--- src/rtl/debounce_bank_pkg.sv ---
// Shared constants and elaboration helpers for the debounce bank.
package debounce_bank_pkg;

  localparam int DEB_EDGE_FALL = 0;
  localparam int DEB_EDGE_RISE = 1;

  // Board clock is 50 MHz: 1 ms filter window, ~1.31 ms stretched pulse.
  localparam int DEB_BOARD_CLK_HZ    = 50_000_000;
  localparam int DEB_STABLE_DEFAULT  = DEB_BOARD_CLK_HZ / 1000;
  localparam int DEB_STRETCH_DEFAULT = 65536;

  function automatic int deb_clog2(input longint value);
    int     bits;
    longint span;
    bits = 0;
    span = 1;
    while (span < value) begin
      span = span << 1;
      bits = bits + 1;
    end
    return bits;
  endfunction

  function automatic longint deb_max(input longint a, input longint b);
    return (a > b) ? a : b;
  endfunction

endpackage

--- src/rtl/debounce_bank_if.sv ---
// Pin-side bundle of the debounce bank: raw inputs in, filtered views out.
interface debounce_bank_if #(
  parameter int N_CH = 4
);
  logic [N_CH-1:0] i_raw;
  logic [N_CH-1:0] o_level;
  logic [N_CH-1:0] o_rise;
  logic [N_CH-1:0] o_fall;
  logic [N_CH-1:0] o_stretch;

  modport master (
    output i_raw,
    input  o_level,
    input  o_rise,
    input  o_fall,
    input  o_stretch
  );

  modport slave (
    input  i_raw,
    output o_level,
    output o_rise,
    output o_fall,
    output o_stretch
  );
endinterface

--- src/rtl/debounce_ch.sv ---
// One debounce channel: synchroniser chain, stability filter with edge
// strobes, and a retriggerable pulse stretcher on the selected edge.
module debounce_ch
  import debounce_bank_pkg::*;
#(
  parameter int SYNC_STAGES    = 2,
  parameter int STABLE_CYCLES  = DEB_STABLE_DEFAULT,
  parameter int STRETCH_CYCLES = DEB_STRETCH_DEFAULT,
  parameter int STRETCH_EDGE   = DEB_EDGE_FALL,
  parameter bit RESET_LEVEL    = 1'b1,
  parameter int CNT_W          = 17
) (
  input  logic i_clk,
  input  logic i_rst,
  input  logic i_raw,
  output logic o_level,
  output logic o_rise,
  output logic o_fall,
  output logic o_stretch
);

  localparam logic [CNT_W-1:0] STABLE_LAST = CNT_W'(STABLE_CYCLES - 1);

  logic [SYNC_STAGES-1:0] sync_q, sync_d;
  logic [CNT_W-1:0]       cnt_q, cnt_d;
  logic                   level_q, level_d;
  logic                   rise_q, rise_d;
  logic                   fall_q, fall_d;
  logic                   s;

  assign s = sync_q[SYNC_STAGES-1];

  always_comb begin
    sync_d  = {sync_q[SYNC_STAGES-2:0], i_raw};
    cnt_d   = cnt_q;
    level_d = level_q;
    rise_d  = 1'b0;
    fall_d  = 1'b0;
    // Any return to the accepted level before the terminal count discards the bounce.
    if (s == level_q) begin
      cnt_d = '0;
    end else if (cnt_q == STABLE_LAST) begin
      level_d = s;
      cnt_d   = '0;
      rise_d  = s;
      fall_d  = ~s;
    end else begin
      cnt_d = cnt_q + 1'b1;
    end
  end

  always_ff @(posedge i_clk) begin
    if (i_rst) begin
      sync_q  <= {SYNC_STAGES{RESET_LEVEL}};
      cnt_q   <= '0;
      level_q <= RESET_LEVEL;
      rise_q  <= 1'b0;
      fall_q  <= 1'b0;
    end else begin
      sync_q  <= sync_d;
      cnt_q   <= cnt_d;
      level_q <= level_d;
      rise_q  <= rise_d;
      fall_q  <= fall_d;
    end
  end

  assign o_level = level_q;
  assign o_rise  = rise_q;
  assign o_fall  = fall_q;

  generate
    if (STRETCH_CYCLES > 0) begin : g_stretch
      localparam logic [CNT_W-1:0] STRETCH_LAST = CNT_W'(STRETCH_CYCLES - 1);

      logic             stretch_q, stretch_d;
      logic [CNT_W-1:0] scnt_q, scnt_d;
      logic             trig;

      // Trigger from the next-state strobe so the pulse starts with the strobe.
      assign trig = (STRETCH_EDGE == DEB_EDGE_RISE) ? rise_d : fall_d;

      always_comb begin
        stretch_d = stretch_q;
        scnt_d    = scnt_q;
        if (trig) begin
          stretch_d = 1'b1;
          scnt_d    = STRETCH_LAST;
        end else if (stretch_q) begin
          if (scnt_q == '0) begin
            stretch_d = 1'b0;
          end else begin
            scnt_d = scnt_q - 1'b1;
          end
        end
      end

      always_ff @(posedge i_clk) begin
        if (i_rst) begin
          stretch_q <= 1'b0;
          scnt_q    <= '0;
        end else begin
          stretch_q <= stretch_d;
          scnt_q    <= scnt_d;
        end
      end

      assign o_stretch = stretch_q;
    end else begin : g_no_stretch
      assign o_stretch = 1'b0;
    end
  endgenerate

endmodule

--- src/rtl/debounce_bank.sv ---
// N_CH independent debounce channels between board pins and control logic.
module debounce_bank
  import debounce_bank_pkg::*;
#(
  parameter int N_CH           = 4,
  parameter int SYNC_STAGES    = 2,
  parameter int STABLE_CYCLES  = DEB_STABLE_DEFAULT,
  parameter int STRETCH_CYCLES = DEB_STRETCH_DEFAULT,
  parameter int STRETCH_EDGE   = DEB_EDGE_FALL,
  parameter bit RESET_LEVEL    = 1'b1,
  parameter int CNT_W          = deb_clog2(deb_max(STABLE_CYCLES, STRETCH_CYCLES) + 1)
) (
  input  logic            i_clk,
  input  logic            i_rst,
  debounce_bank_if.slave  bus
);

  localparam longint CNT_NEED = deb_max(longint'(STABLE_CYCLES), longint'(STRETCH_CYCLES));

  generate
    if (SYNC_STAGES < 2) begin : g_bad_sync
      $error("debounce_bank: SYNC_STAGES must be >= 2");
    end
    if (STABLE_CYCLES < 1) begin : g_bad_stable
      $error("debounce_bank: STABLE_CYCLES must be >= 1");
    end
    if ((longint'(1) << CNT_W) <= CNT_NEED) begin : g_bad_width
      $error("debounce_bank: CNT_W too narrow for STABLE_CYCLES/STRETCH_CYCLES");
    end
    if ((STRETCH_EDGE != DEB_EDGE_FALL) && (STRETCH_EDGE != DEB_EDGE_RISE)) begin : g_bad_edge
      $error("debounce_bank: STRETCH_EDGE must be 0 (fall) or 1 (rise)");
    end
  endgenerate

  genvar gi;
  generate
    for (gi = 0; gi < N_CH; gi++) begin : g_ch
      debounce_ch #(
        .SYNC_STAGES    (SYNC_STAGES),
        .STABLE_CYCLES  (STABLE_CYCLES),
        .STRETCH_CYCLES (STRETCH_CYCLES),
        .STRETCH_EDGE   (STRETCH_EDGE),
        .RESET_LEVEL    (RESET_LEVEL),
        .CNT_W          (CNT_W)
      ) u_ch (
        .i_clk     (i_clk),
        .i_rst     (i_rst),
        .i_raw     (bus.i_raw[gi]),
        .o_level   (bus.o_level[gi]),
        .o_rise    (bus.o_rise[gi]),
        .o_fall    (bus.o_fall[gi]),
        .o_stretch (bus.o_stretch[gi])
      );
    end
  endgenerate

endmodule
--- src/flat_wrapper.sv ---
// flat-port wrapper written by rule: the top's interface ports become plain ports
module debounce_bank_flat import debounce_bank_pkg::*;
#(
  parameter int N_CH           = 4,
  parameter int SYNC_STAGES    = 2,
  parameter int STABLE_CYCLES  = DEB_STABLE_DEFAULT,
  parameter int STRETCH_CYCLES = DEB_STRETCH_DEFAULT,
  parameter int STRETCH_EDGE   = DEB_EDGE_FALL,
  parameter bit RESET_LEVEL    = 1'b1,
  parameter int CNT_W          = deb_clog2(deb_max(STABLE_CYCLES, STRETCH_CYCLES) + 1)
)
  (i_clk, i_rst, bus_i_raw, bus_o_level, bus_o_rise, bus_o_fall, bus_o_stretch);
  debounce_bank_if #(.N_CH(N_CH)) bus_i ();
  input  logic i_clk;
  input  logic i_rst;
  input wire logic [$bits(bus_i.i_raw)-1:0] bus_i_raw;
  output wire logic [$bits(bus_i.o_level)-1:0] bus_o_level;
  output wire logic [$bits(bus_i.o_rise)-1:0] bus_o_rise;
  output wire logic [$bits(bus_i.o_fall)-1:0] bus_o_fall;
  output wire logic [$bits(bus_i.o_stretch)-1:0] bus_o_stretch;
  assign bus_i.i_raw = bus_i_raw;
  assign bus_o_level = bus_i.o_level;
  assign bus_o_rise = bus_i.o_rise;
  assign bus_o_fall = bus_i.o_fall;
  assign bus_o_stretch = bus_i.o_stretch;
  debounce_bank #(.N_CH(N_CH), .SYNC_STAGES(SYNC_STAGES), .STABLE_CYCLES(STABLE_CYCLES), .STRETCH_CYCLES(STRETCH_CYCLES), .STRETCH_EDGE(STRETCH_EDGE), .RESET_LEVEL(RESET_LEVEL), .CNT_W(CNT_W)) u_core (.i_clk(i_clk), .i_rst(i_rst), .bus(bus_i));
endmodule
--- config.mk ---
export PLATFORM = sky130hd
export DESIGN_NAME = debounce_bank_flat
export DESIGN_NICKNAME = d
export VERILOG_FILES = /design/src/rtl/debounce_bank_pkg.sv /design/src/rtl/debounce_bank_if.sv /design/src/rtl/debounce_ch.sv /design/src/rtl/debounce_bank.sv /design/src/flat_wrapper.sv
export SDC_FILE = /design/constraint.sdc
export NUM_CORES = 1
export LEC_CHECK = 0
export ABC_AREA = 1
export CAP_MARGIN = 10
export CORE_UTILIZATION = 50
export CTS_BUF_LIST = sky130_fd_sc_hd__clkbuf_2 sky130_fd_sc_hd__clkbuf_4 sky130_fd_sc_hd__clkbuf_8
export DETAILED_ROUTE_END_ITERATION = 8
export GPL_TIMING_DRIVEN = 0
export PLACE_DENSITY = 0.65
export SLEW_MARGIN = 0
export SYNTH_ARGS = -nofsm -noshare
export SYNTH_HDL_FRONTEND = slang
export SYNTH_SLANG_ARGS = --single-unit
--- constraint.sdc ---
create_clock -name i_clk -period 1.91 [get_ports i_clk]
set_input_delay 0.382 -clock i_clk [delete_from_list [all_inputs] [get_ports i_clk]]
set_output_delay 0.382 -clock i_clk [all_outputs]
set_load 0.03 [all_outputs]
==> results.txt <==
----------------------------------------------------
[STA]
  Final period utilization ... 96.5%
  Worst setup skew after layout ... between 0.01 and 0.015 ns
  Max-Slew Margin vs Limit ... between 50% and 60%
  Transition time of the tightest slew-check pin ... ~0.72 ns
  Upper clock frequency limit ... ~540 MHz
  Worst Slack Setup Final ... around 0.067 ns
  Smallest hold slack ... about 0.31 ns
  Unrepaired setup endpoints after global routing ... no
  Post-route minimum period ... between 1.5 and 2 ns
  Endpoints failing setup ... 0
  Setup Total Neg Slack ... 0 ns
  Number of failing hold endpoints at the final stage ... 0
  Final Slew Violations ... 0

[Setup path]
  Endpoint of the most critical setup path ... bus_o_stretch[2]
  Kind of critical path ... reg -> out
  Ordered cell list for the critical path ... buf_4, clkdlybuf4s15_1
  Cell family with the largest share of critical-path delay ... buffers and inverters
  Delay of the slowest cell on the worst path ... between 0.4 and 0.5 ns
  CP max FO ... 4
  Critical path launch point ... u_core.g_ch[2].u_ch.o_stretch$_SDFF_PP0_
  Slowest cell on the critical path ... dfxtp_1
  Worst Reg-to-Reg Cells ... 10
  RR Startpoint ... u_core.g_ch[1].u_ch.g_stretch.scnt_q[0]$_SDFFE_PP0P_
  Worst reg2reg endpoint ... u_core.g_ch[1].u_ch.g_stretch.scnt_q[9]$_SDFFE_PP0P_
  Startpoint types ... flip-flop
  Arrival time worst endpoint ... ~1.5 ns
  Reg-to-reg setup timing slack ... about 0.19 ns
  Capturing element type of the critical path ... output port
  Buf+Inv Stages, Crit Path ... 2
  Levels on crit path ... 2
  Data required time of the critical path ... 1.53 ns

[Yosys]
  Number of register bits inferred by synthesis ... 160
  Synthesized netlist cell count ... about 1300
  Leading post-synthesis cells by cell area ... dfxtp_1 37%, nand2_1 12%, nor2_1 9.5%
  Number of warning messages in the yosys log ... 0
  Top cell type by total area after synthesis ... dfxtp_1
  Average footprint of a synthesized cell ... between 6 and 7 um^2
  Nets in the synthesized netlist ... roughly 1300
  Most repeated cell in the gate-level netlist after synthesis ... nand2_1
  Distinct cell type count of the synthesized netlist ... 44
  Async set-reset flop share out of synthesis ... 0%
  Share of the synthesized area in the top cell type ... between 30% and 40%
  Fraction of the yosys area taken by sequential cells ... 37.5%
  Number of enable-type register cells in the synthesized netlist ... 0
  Leading cell types by count after synthesis ... 276 x nand2_1, 216 x nor2_1, 163 x inv_1, 160 x dfxtp_1, 113 x nand3_1
  Netlist area before placement ... 0.00855 mm^2
  Leading register cell type out of synthesis ... dfxtp_1

[Drt]
  Residual antenna-violating net count after detailed routing ... 0
  Via density per instance ... between 4 and 5
  Post-detailed-route wirelength per cell ... between 10 and 15 um
  First DRT Iteration DRCs ... about 420
  DRC Markers ... 0
  Number of vias in the routed layout ... about 7600
  Total length of routed wires ... approximately 18000 um
  First drt pass iteration count ... 5

[Clock tree]
  CTS root buf ... clkbuf_8
  Clock buffer depth ... 2
  Number of CTS-inserted buffers ... 17
  Clock insertion delay at the later pin of the skew report ... approximately 0.45 ns
  CTS tree ... built
  Post-CTS clock slew at the launch and capture registers of the worst setup and hold paths ... approximately 0.080 ns
  Level count of the clock H-tree ... 4
  Clk sinks ... 160

[Power]
  Static power due to leakage ... between 4 and 5 nW
  Clock share of power ... between 40 and 50%
  Switching Share ... 20.9%
  Part of the power in combinational logic ... about 1.6%
  Pwr per Cell Area ... between 600 and 700 mW/mm^2
  Overall Power ... between 6 and 7 mW
  Switching Power ... about 1.3 mW
  Proportion of power drawn by flip-flops and latches ... a little over half
  IR drop worst, VDD ... approximately 0.38 mV
  P_int ... between 4 and 5 mW

[Die]
  Number of top-level pins ... 22
  Starting density of the core ... between 50% and 60%
  Area of the core ... 0.0166 mm^2
  Horiz. Die Dim ... ~130 um
  Die Area ... 0.0176 mm^2
  Height of the chip ... 133 um
  Std-Cell Rows ... 47

[Global route]
  Initial antenna violation count ... 0
  Number of global-route vias before repair ... about 7000
  GRT Total Usage ... 21.8%
  Largest net degree at the start of global routing ... 17
  Total congestion overflow ... 0
  Global-route wire length before repair ... ~32000 um

[Placed design]
  Total of buffers placed on input and output ports ... 20
  Inst Count DP ... 1507
  Pre-CTS worst setup slack ... between 0.02 and 0.025 ns
  Post-place instance area ... about 0.0090 mm^2
  Placed wire-length estimate after detailed placement ... ~13000 um
  Final weighted congestion in routability-driven placement ... 0.902

[Layout]
  Number of nets in the layout ... between 1000 and 1500
  Final Cell Area ... between 0.009 and 0.01 mm^2
  Final design utilization ... between 50% and 60%
  Total inserted antenna cells ... 0
  Post-route non-filler standard cell count ... between 1500 and 2000
  Share of cells above drive strength 1 ... 10.4%
  Area growth syn-to-layout ... 11.0%

[Min path]
  Min-delay worst type ... in -> reg

[Outcome]
  Result of the run ... completed

[Job]
  Max-cap check violation count ... 0

----------------------------------------------------
[sequential cells by signal, summed over array words and instances, names as in the netlist]
register	cells
u_core.g_ch.u_ch.cnt_q	68
u_core.g_ch.u_ch.g_stretch.scnt_q	68
u_core.g_ch.u_ch.o_fall	4
u_core.g_ch.u_ch.o_level	4
u_core.g_ch.u_ch.o_rise	4
u_core.g_ch.u_ch.o_stretch	4
u_core.g_ch.u_ch.sync_q	8
[placed cells by master (no fill, tap or decap), types with 7 or more instances in the layout]
cell	netlist	routed
a21oi_1	29	29
buf_2	8	8
buf_4	18	18
clkbuf_1	10	9
clkbuf_8	0	19
dfxtp_1	160	160
dlygate4sd2_1	0	15
ha_1	8	7
inv_1	163	163
nand2_1	276	275
nand2_2	10	11
nand3_1	113	111
nand3_2	5	7
nand4_1	39	39
nor2_1	216	215
nor2_2	12	12
nor2_4	8	9
nor3_1	53	53
nor3b_1	10	10
o21ai_0	20	20
o21ai_1	14	14
or2_2	9	9
xnor2_1	12	12
xor2_1	24	24
[area by class of cell]
type / count / area [um^2]
clock inverters: 8 / 153
plain buffers: 45 / 295
repair buffers: 20 / 181
clock buffers: 24 / 299
multi-input cells: 890 / 4440
inverters: 172 / 648
flip-flops and latches: 160 / 3200
well taps: 220 / 275
fillers: 1623 / 7150
[routing by layer]
| metal | vias to the layer above | global-route usage (%) | wire length (um) |
|---|---|---|---|
| met4 | 0 | 8.49 | 324 |
| li1 | 4088 | - | - |
| met2 | 120 | 34.9 | 8110 |
| met1 | 3403 | 29.3 | 9090 |
| met5 | - | 0 | 0 |
| met3 | 24 | 3.49 | 547 |
[kinds of logic after synthesis]
family	after synthesis	share of synthesized area (%)
AO/OA/AOI/OAI	74	4.67
XOR/XNOR	36	3.69
adder cells (fa/ha/maj)	8	1.17
buffers and inverters	217	11.0
flip-flops	160	37.5
AND/OR/NAND/NOR	772	42.0
[power by group through the flow]
stage	clock network, mW	logic [mW]	registers, mW
floorplan	0	0.0584	3.43
global placement	0	0.0973	3.43
detailed placement	0	0.0979	3.43
CTS	2.88	0.0981	3.35
global route	3.02	0.109	3.35
finish	2.81	0.0973	3.35
[worst min-delay path by stage]
stage	from	endpoint	slack (ns)	depth (start not counted)
5_1_grt	i_rst	u_core.g_ch[3].u_ch.sync_q[1]$_SDFF_PP1_	0.32	2
2_1_floorplan	u_core.g_ch[0].u_ch.sync_q[0]$_SDFF_PP1_	u_core.g_ch[0].u_ch.sync_q[1]$_SDFF_PP1_	0.39	1
6_report	i_rst	u_core.g_ch[3].u_ch.sync_q[0]$_SDFF_PP1_	0.31	2
4_1_cts	i_rst	u_core.g_ch[3].u_ch.sync_q[0]$_SDFF_PP1_	0.29	2
3_3_place_gp	u_core.g_ch[1].u_ch.sync_q[0]$_SDFF_PP1_	u_core.g_ch[1].u_ch.sync_q[1]$_SDFF_PP1_	0.39	1
3_5_place_dp	u_core.g_ch[2].u_ch.sync_q[0]$_SDFF_PP1_	u_core.g_ch[2].u_ch.sync_q[1]$_SDFF_PP1_	0.40	1
[timing repair]
| action | 4_1_cts | 5_1_grt |
|---|---|---|
| pin swaps | 0 | 3 |
| buffers inserted | 0 | 0 |
| setup endpoints to repair | 17 | 46 |
| hold buffers | 0 | 0 |
| gates resized for setup | 17 | 10 |
No activity file was read; power rests on OpenSTA's default activity.
